$ cat config.mk
export PLATFORM = sky130hd
export DESIGN_NAME = rtc_bcd_counter
export DESIGN_NICKNAME = d
export VERILOG_FILES = /design/src/rtl/rtc_pkg.sv /design/src/rtl/rtc_tick_sync.sv /design/src/rtl/rtc_bcd_counter.sv
export SDC_FILE = /design/constraint.sdc
export NUM_CORES = 1
export LEC_CHECK = 0
export CAP_MARGIN = 25
export CORE_ASPECT_RATIO = 0.7
export CORE_MARGIN = 2
export CORE_UTILIZATION = 47
export DETAILED_ROUTE_END_ITERATION = 8
export PLACE_DENSITY = 0.78
export SLEW_MARGIN = 20
export SYNTH_ARGS = -nofsm -noshare
export SYNTH_HDL_FRONTEND = slang
export SYNTH_HIERARCHICAL = 1
export SYNTH_SLANG_ARGS = --single-unit
$ cat constraint.sdc
create_clock -name CLK -period 3.45 [get_ports CLK]
set_clock_uncertainty 0.15 [all_clocks]
set_input_delay 0.69 -clock CLK [delete_from_list [all_inputs] [get_ports CLK]]
set_output_delay 0.69 -clock CLK [all_outputs]
set_load 0.005 [all_outputs]
$ cat src/rtl/rtc_pkg.sv
// ============================================================================
// rtc_pkg : shared BCD types, limits and helpers for the time-of-day counter
// Revision: 1.0
// ============================================================================
`default_nettype none

package rtc_pkg;

  typedef struct packed {
    logic [2:0] tens;
    logic [3:0] units;
  } bcd_pair_t;

  typedef struct packed {
    bcd_pair_t val;
    logic      carry;
  } bcd_inc_t;

  localparam logic [2:0] SEC_MAX_TENS = 3'd5;
  localparam logic [3:0] UNITS_MAX    = 4'd9;
  localparam logic [7:0] HR_MAX       = 8'h23;

  function automatic bcd_inc_t bcd_pair_inc(input bcd_pair_t v, input logic [2:0] max_tens);
    bcd_inc_t r;
    r.val   = v;
    r.carry = 1'b0;
    if (v.units == UNITS_MAX) begin
      r.val.units = 4'd0;
      if (v.tens == max_tens) begin
        r.val.tens = 3'd0;
        r.carry    = 1'b1;
      end else begin
        r.val.tens = v.tens + 3'd1;
      end
    end else begin
      r.val.units = v.units + 4'd1;
    end
    return r;
  endfunction

  function automatic logic bcd_valid_time(input bcd_pair_t h, input bcd_pair_t m,
                                          input bcd_pair_t s);
    return (h.units <= UNITS_MAX) && (m.units <= UNITS_MAX) && (s.units <= UNITS_MAX) &&
           (m.tens <= SEC_MAX_TENS) && (s.tens <= SEC_MAX_TENS) && ({1'b0, h} <= HR_MAX);
  endfunction

  // Returns {pm, hour} with hour in 12-hour BCD (00 presents as 12).
  function automatic logic [7:0] hr24_to_12(input bcd_pair_t h);
    logic [4:0] bin;
    logic [4:0] b12;
    logic       pm;
    bcd_pair_t  o;
    bin = ({2'b00, h.tens} * 5'd10) + {1'b0, h.units};
    pm  = (bin >= 5'd12);
    b12 = pm ? (bin - 5'd12) : bin;
    if (b12 == 5'd0) b12 = 5'd12;
    o.tens  = (b12 >= 5'd10) ? 3'd1 : 3'd0;
    o.units = (b12 >= 5'd10) ? 4'(b12 - 5'd10) : b12[3:0];
    return {pm, o};
  endfunction

endpackage

`default_nettype wire

$ cat src/rtl/rtc_tick_sync.sv
// ============================================================================
// rtc_tick_sync : synchroniser and rising-edge detect for the one-second tick
// Revision: 1.0
// ============================================================================
`default_nettype none

module rtc_tick_sync #(
  parameter int SYNC_STAGES = 2
) (
  input  logic CLK,
  input  logic NRST,
  input  logic sec_inc,
  output logic tick
);

  logic [SYNC_STAGES-1:0] r_sync;
  logic                   r_prev;

  always_ff @(posedge CLK or negedge NRST) begin
    if (!NRST) begin
      r_sync <= '0;
      r_prev <= 1'b0;
    end else begin
      r_sync <= {r_sync[SYNC_STAGES-2:0], sec_inc};
      r_prev <= r_sync[SYNC_STAGES-1];
    end
  end

  assign tick = r_sync[SYNC_STAGES-1] & ~r_prev;

endmodule

`default_nettype wire

$ cat src/rtl/rtc_bcd_counter.sv
// ============================================================================
// rtc_bcd_counter : 24-hour BCD time-of-day counter with load, 12/24h display,
//                   hh:mm alarm and day-rollover strobe
// Revision: 1.0
// ============================================================================
`default_nettype none

module rtc_bcd_counter
  import rtc_pkg::*;
#(
  parameter int SYNC_STAGES = 2,
  parameter bit ALARM_EN    = 1'b1
) (
  input  logic       CLK,
  input  logic       NRST,
  input  logic       sec_inc,
  input  logic       mode_12h,
  input  logic       load,
  input  logic [6:0] ld_hr,
  input  logic [6:0] ld_min,
  input  logic [6:0] ld_sec,
  input  logic       alarm_on,
  input  logic [6:0] alarm_hr,
  input  logic [6:0] alarm_min,
  output logic [6:0] hr,
  output logic [6:0] min,
  output logic [6:0] sec,
  output logic       pm,
  output logic       day_carry,
  output logic       alarm,
  output logic       load_err
);

  logic      w_tick;
  bcd_pair_t r_h, r_m, r_s;
  bcd_pair_t w_h_nxt, w_m_nxt, w_s_nxt;
  bcd_inc_t  w_s_inc, w_m_inc;
  logic      w_day;
  logic      w_ld_ok;
  logic [7:0] w_h12;
  logic      r_day_pend;
  logic      r_err_pend;

  rtc_tick_sync #(
    .SYNC_STAGES(SYNC_STAGES)
  ) u_tick_sync (
    .CLK    (CLK),
    .NRST   (NRST),
    .sec_inc(sec_inc),
    .tick   (w_tick)
  );

  // Whole carry chain resolves combinationally so no intermediate value is ever stored.
  always_comb begin
    w_s_inc = bcd_pair_inc(r_s, SEC_MAX_TENS);
    w_m_inc = bcd_pair_inc(r_m, SEC_MAX_TENS);
    w_day   = w_s_inc.carry & w_m_inc.carry & ({1'b0, r_h} == HR_MAX);
    w_s_nxt = w_s_inc.val;
    w_m_nxt = w_s_inc.carry ? w_m_inc.val : r_m;
    w_h_nxt = r_h;
    if (w_s_inc.carry & w_m_inc.carry) begin
      if (w_day) begin
        w_h_nxt = '0;
      end else if (r_h.units == UNITS_MAX) begin
        w_h_nxt.tens  = r_h.tens + 3'd1;
        w_h_nxt.units = 4'd0;
      end else begin
        w_h_nxt.units = r_h.units + 4'd1;
      end
    end
    w_ld_ok = bcd_valid_time(ld_hr, ld_min, ld_sec);
    w_h12   = hr24_to_12(r_h);
  end

  // A load always wins; a coincident tick is dropped rather than deferred.
  always_ff @(posedge CLK or negedge NRST) begin
    if (!NRST) begin
      r_h        <= '0;
      r_m        <= '0;
      r_s        <= '0;
      r_day_pend <= 1'b0;
      r_err_pend <= 1'b0;
    end else begin
      r_day_pend <= 1'b0;
      r_err_pend <= 1'b0;
      if (load) begin
        if (w_ld_ok) begin
          r_h <= ld_hr;
          r_m <= ld_min;
          r_s <= ld_sec;
        end else begin
          r_err_pend <= 1'b1;
        end
      end else if (w_tick) begin
        r_h        <= w_h_nxt;
        r_m        <= w_m_nxt;
        r_s        <= w_s_nxt;
        r_day_pend <= w_day;
      end
    end
  end

  always_ff @(posedge CLK or negedge NRST) begin
    if (!NRST) begin
      hr        <= '0;
      min       <= '0;
      sec       <= '0;
      pm        <= 1'b0;
      day_carry <= 1'b0;
      load_err  <= 1'b0;
    end else begin
      hr        <= mode_12h ? w_h12[6:0] : r_h;
      min       <= r_m;
      sec       <= r_s;
      pm        <= mode_12h & w_h12[7];
      day_carry <= r_day_pend;
      load_err  <= r_err_pend;
    end
  end

  generate
    if (ALARM_EN) begin : g_alarm
      logic r_alarm_pend;
      logic w_match;

      assign w_match = alarm_on && (w_h_nxt == alarm_hr) && (w_m_nxt == alarm_min) &&
                       (w_s_nxt == '0);

      always_ff @(posedge CLK or negedge NRST) begin
        if (!NRST) begin
          r_alarm_pend <= 1'b0;
          alarm        <= 1'b0;
        end else begin
          r_alarm_pend <= w_tick & ~load & w_match;
          alarm        <= r_alarm_pend;
        end
      end
    end else begin : g_no_alarm
      assign alarm = 1'b0;
    end
  endgenerate

endmodule

`default_nettype wire

Word-level counts from Yosys, hierarchy flattened
Index checks and enable logic that the tools add are counted.

Add/sub/neg operators: 9. $mul: 1. Magnitude comparators: 8. Equal/unequal tests: 9. Mux-type cells: 33. Bitwise logic cells: 8. Reduce and logical (&&, ||, !) cells: 12.

Operator list (count): 7-bit 2-to-1 mux (13); 4-bit 2-to-1 mux (4); 3-bit 2-to-1 mux (5); 7-bit equality test (2); 4-bit by 1-bit adder with 4-bit output (second input constant) (3); 4-bit equality test (second input constant) (3); 4-bit less-or-equal comparator (second input constant) (3); 5-bit by 4-bit >= comparator with 1-bit output (second input constant) (2); 5-bit 2-to-1 mux (2); 3-bit by 1-bit adder with 3-bit output (second input constant) (3); 1-bit 2-to-1 mux (9); 1-bit logical AND (8); 7-bit by 6-bit equality test with 1-bit output (second input constant) (1); 7-bit by 6-bit less-or-equal comparator with 1-bit output (second input constant) (1); 7-bit logical NOT (1); 1-bit AND (6); 3-bit equality test (second input constant) (2); 3-bit less-or-equal comparator (second input constant) (2); 5-bit by 4-bit adder with 5-bit output (1); 5-bit logical NOT (1); 5-bit by 4-bit subtractor with 5-bit output (second input constant) (1); 3-bit by 3-bit multiplier with 4-bit output (second input constant) (1); 4-bit subtractor (second input constant) (1); 2-bit by 1-bit inequality test with 1-bit output (second input constant) (1); 3 further kinds (4).

Register bits after elaboration: 52. Input bits: 41. Word-level logic and storage cells: 98.

Logic depth before layout (Yosys ltp)
Word-level depth: 12. Gate-level depth with buffers: 15. Depth with buffers taken out: 14.

Hierarchy
Netlist, hierarchy kept.

Modules (own cells, without submodules): rtc_bcd_counter (times used 1, cells an instance 365, area an instance 3120.5 µm²); rtc_tick_sync (times used 1, cells an instance 4, area an instance 88.8 µm²).

Least setup slack after synthesis
OpenSTA, ideal clock, no wires.

Path type: register to register. Start: register r_h[4] (netlist name). End: register hr[1]. Library setup time: 0.120 ns. Arrival: 3.091 ns. Required time: 3.180 ns. Path slack: 0.090 ns. Stages on the path, launching flop included: 13. Cells stage by stage: dfrtp_1 ha_1 ha_1 xor2_1 inv_1 ha_1 clkbuf_1 or3_1 o32a_1 o221a_2 a21oi_1 o21ai_0 a31o_1.

Word-level cells in the longest chain between the ends: 9.

Ends and longest elaborated chain: start, declared (RTL line rtc_bcd_counter.sv:35) `bcd_pair_t r_h, r_m, r_s;`; start signal, assigned (RTL line rtc_bcd_counter.sv:88) `r_h <= ld_hr;`; start signal, assigned (RTL line rtc_bcd_counter.sv:95) `r_h <= w_h_nxt;`; 3-bit by 3-bit multiplier with 4-bit output (*) (RTL line rtc_pkg.sv:53) `bin = ({2'b00, h.tens} * 5'd10) + {1'b0, h.units};`; 5-bit by 4-bit adder with 5-bit output (*) (RTL line rtc_pkg.sv:53); 5-bit by 4-bit subtractor with 5-bit output / 5-bit by 4-bit >= comparator with 1-bit output (equally long branches) (RTL line rtc_pkg.sv:55, rtc_pkg.sv:54); 5-bit 2-to-1 mux (*) (RTL line rtc_pkg.sv:55) `b12 = pm ? (bin - 5'd12) : bin;`; 5-bit logical NOT (RTL line rtc_pkg.sv:56) `if (b12 == 5'd0) b12 = 5'd12;`; 5-bit 2-to-1 mux (*) (RTL line rtc_pkg.sv:56); 4-bit subtractor / 5-bit by 4-bit >= comparator with 1-bit output (equally long branches) (RTL line rtc_pkg.sv:58) `o.units = (b12 >= 5'd10) ? 4'(b12 - 5'd10) : b12[3:0];`; 4-bit 2-to-1 mux (*) (RTL line rtc_pkg.sv:58); 7-bit 2-to-1 mux (*) (RTL line rtc_bcd_counter.sv:112) `hr <= mode_12h ? w_h12[6:0] : r_h;`; end signal, assigned (RTL line rtc_bcd_counter.sv:112); end, declared (RTL line rtc_bcd_counter.sv:25) `output logic [6:0] hr,`.

Mark *: on every way between the ends. The rest lies on a longest branch, timed or not. A chain may end at the register's enable or synchronous reset.

Final worst setup path
Same ends and word-level chain as after synthesis.

==> summary.txt <==
Number of port buffers: 65
Sequential fraction of the synthesis area: 40.55%
Leakage: 1.674 nW
Skew-Pair Late Insertion Delay: 310 ps
Max cap viols: 0
DRT iter0 DRCs: 357
Critical Path Fanout Max: 7
Slew @ Worst Pin: 812.9 ps
Kind of critical path: flop to flop
Mux cell area share after synthesis: 0.9357%
Per-cell routed wire length: 16.37 um
Sw Ratio: 39.01%
Overall routing resource usage: 23.88%
Clock power share: 14.5%
CTS sink cnt: 52
Xor-xnor portion of the synthesized cell area: 5.731%
Hold_ws: 161.2 ps
CTS Root Cell: clkbuf_8
Cells after synthesis: 369
CP Cell Sequence: ha_1 -> ha_4 -> xor2_2 -> inv_1 -> ha_2 -> or3_1 -> o32a_1 -> o221a_2 -> a21oi_2 -> o21ai_0 -> a31o_1
CP Launch Type: flop
Die Wd: 102.8 um
Number of synthesized flops with an enable pin: 0
Syn_nets: 421
Synth top area cells: dfrtp_1, o21ai_0, a21oi_1
Area leader, netlist: dfrtp_1
Gr ovfl total: 0
Final hold vios: 0
Fmax: 304.6 MHz
Mapped Area: 3209 sq um
Gpl congestion: 0.9542
Compound-Gate Fraction of Synth Area: 22.18%
Pint: 0.001501 W
Drt total wl: 8659 um
Synth top cells by count: dfrtp_1, o21ai_0, nand2_1, a21oi_1, nor2_1
Pre-antenna DRT Iters: 5
Slowest Stage Delay on Critical Path: 460 ps
Final ANT Viol Nets: 0
Number of nets in the layout: 486
Worst path arrival time: 3340 ps
Synthesis-to-finish area growth: 28.42%
Starting Density: 47.94%
Core region area: 6694 sq um
CP endpoint kind: flop
CP Data Required Time: 3510 ps
Top Ports: 66
Worst IR Drop VDD: 0.3092 mV
Most frequent cell after synthesis: dfrtp_1
Slowest CP cell: dfrtp_2
Area share of and/or/nand/nor cells after synthesis: 21.48%
Final count of negative-setup-slack endpoints: 0
Share of cells above drive strength 1: 9.425%
Post-layout min period: 3283 ps
Largest net degree at the start of global routing: 34
Worst-path clk slew: 100 ps
Post-DP HPWL: 6484 um
Ys flop type: dfrtp_1
Fin area: 4121 sq um
Synthesis-stage register bit count: 52
Post-synth cell types: 62
RSZ-0062 raised after global routing: false
Synth Area in Adders: 4.522%
Via count: 3,104
Tcrit/Tclk final: 95.16%
DRC errors left: 0
Die area: 7516 sq um
Syn avg cell area: 8.697 sq um
Largest family of logic cells by synthesized area: compound AO/OA/AOI/OAI gates
H-tree Lvls: 2
Synth warn: 6
Post-DP Area: 3994 sq um
Die H: 73.14 um
Switching pwr: 0.0009604 W
FILL cells: 592
Outcome: completed
Asr flop ratio synth: 100.0%
Final Slew Violations: 0
Max-Slew Margin vs Limit: 45.61%
CTS max path bufs: 2
Part of the power in registers: 35.4%
Vias in the first global route: 2,819
CTS tree: yes
Number of diodes: 0
Cell Rows: 25
Yosys top cell area share: 40.55%
Initial antenna violation count: 0
CTS Buf Count: 5
First-pass GRT wire length: 13,860 um
PwrDens: 597.3 nW/um^2
Worst min path class: input port to async pin
Combinational power share: 50.0%
Vias per cell: 5.868
==> cells by family after synthesis <==
group / after synthesis
flip-flops: 52
AO/OA/AOI/OAI: 115
AND/OR/NAND/NOR: 129
adder cells (fa/ha/maj): 11
multiplexers: 3
XOR/XNOR: 21
buffers and inverters: 38
==> power groups by stage <==
| stage | sequential (W) | combinational (W) | clock (W) |
|---|---|---|---|
| after global placement | 0.000872 | 0.00112 | 0 |
| after global routing | 0.000895 | 0.00136 | 0.000384 |
| final | 0.000873 | 0.00123 | 0.000358 |
| after CTS | 0.000868 | 0.00118 | 0.000367 |
| after detailed placement | 0.000879 | 0.00116 | 0 |
| after floorplan | 0.000851 | 0.000743 | 0 |
==> state kept, by name, indices dropped and copies added (netlist names) <==
register	count
r_s	7
g_alarm.r_alarm_pend	1
r_day_pend	1
r_err_pend	1
u_tick_sync/r_prev	1
alarm	1
r_h	7
hr	7
day_carry	1
load_err	1
r_m	7
u_tick_sync/r_sync	2
min	7
pm	1
sec	7
==> layout by cell type, fill, tap and decap left out, types with 8 or more instances in the layout <==
cell              n
a21oi_1          29
buf_4            16
clkdlybuf4s50_1  64
dfrtp_1          50
ha_1              8
inv_1            14
nand2_1          36
nand3_1          13
nor2_1           26
o21ai_0          41
xnor2_1          13
==> worst paths after layout <==
check,slack (ps),start,cells after the start,end
worst min register to register,210,r_err_pend$_DFF_PN0_,0,load_err$_DFF_PN0_
worst max-delay path,170,r_h[4]$_DFFE_PN0P_,11,hr[1]$_DFF_PN0_
max in group asynchronous,2190,NRST,2,r_h[4]$_DFFE_PN0P_
worst max register to register,170,r_h[4]$_DFFE_PN0P_,11,hr[1]$_DFF_PN0_
min in group CLK,210,r_err_pend$_DFF_PN0_,0,load_err$_DFF_PN0_
worst min-delay path,160,NRST,1,min[2]$_DFF_PN0_
==> per-stage QoR <==
stage                     utilization, %  total power [W]  instances  setup TNS [ps]  worst slack (ps)
after CTS                          61.08         0.002415        528               0             22.40
after global placement             59.66         0.001993        520               0             112.0
after floorplan                        -         0.001594        369               0             89.71
after global routing               61.57         0.002635        529               0             35.19
final                              61.57         0.002462        529               0             167.1
after detailed placement           59.66         0.002038        520          -52.14            -52.14
==> metal layers <==
| layer | share of wire, % | vias up | global-route usage, % |
|---|---|---|---|
| met4 | 1.7 | 0 | 7.602 |
| met1 | 45 | 1458 | 34.97 |
| met5 | 0 | - | 0 |
| met3 | 10 | 16 | 5.747 |
| li1 | - | 1457 | - |
| met2 | 43 | 173 | 34.93 |
==> critical path, delay by kind of cell, from the launching register on <==
kind / cells / cell delay [ps]
flip-flops: 1 / 460
adder cells (fa/ha/maj): 3 / 880
buffers and inverters: 1 / 90
AO/OA/AOI/OAI: 5 / 1060
AND/OR/NAND/NOR: 1 / 380
XOR/XNOR: 1 / 160
==> repair_timing <==
action / CTS / global route
endpoints found under the setup margin: 1 / 2
resized for setup: 1 / 5
hold buffers: 0 / 0
cloned: 0 / 0
buffers inserted: 0 / 1
==> layout make-up <==
class                      count  area (sq um)  share of cell area [%]
inverter                      15         56.30                   1.366
clock inverter                 3         22.52                  0.5464
sequential                    52          1304                   31.63
clock buffer                   5         68.82                   1.670
multi-input combinational    279          1787                   43.35
tap                           94         117.6                   2.854
timing repair buffer          81         765.7                   18.58
Power figures use the tool's default switching activity.
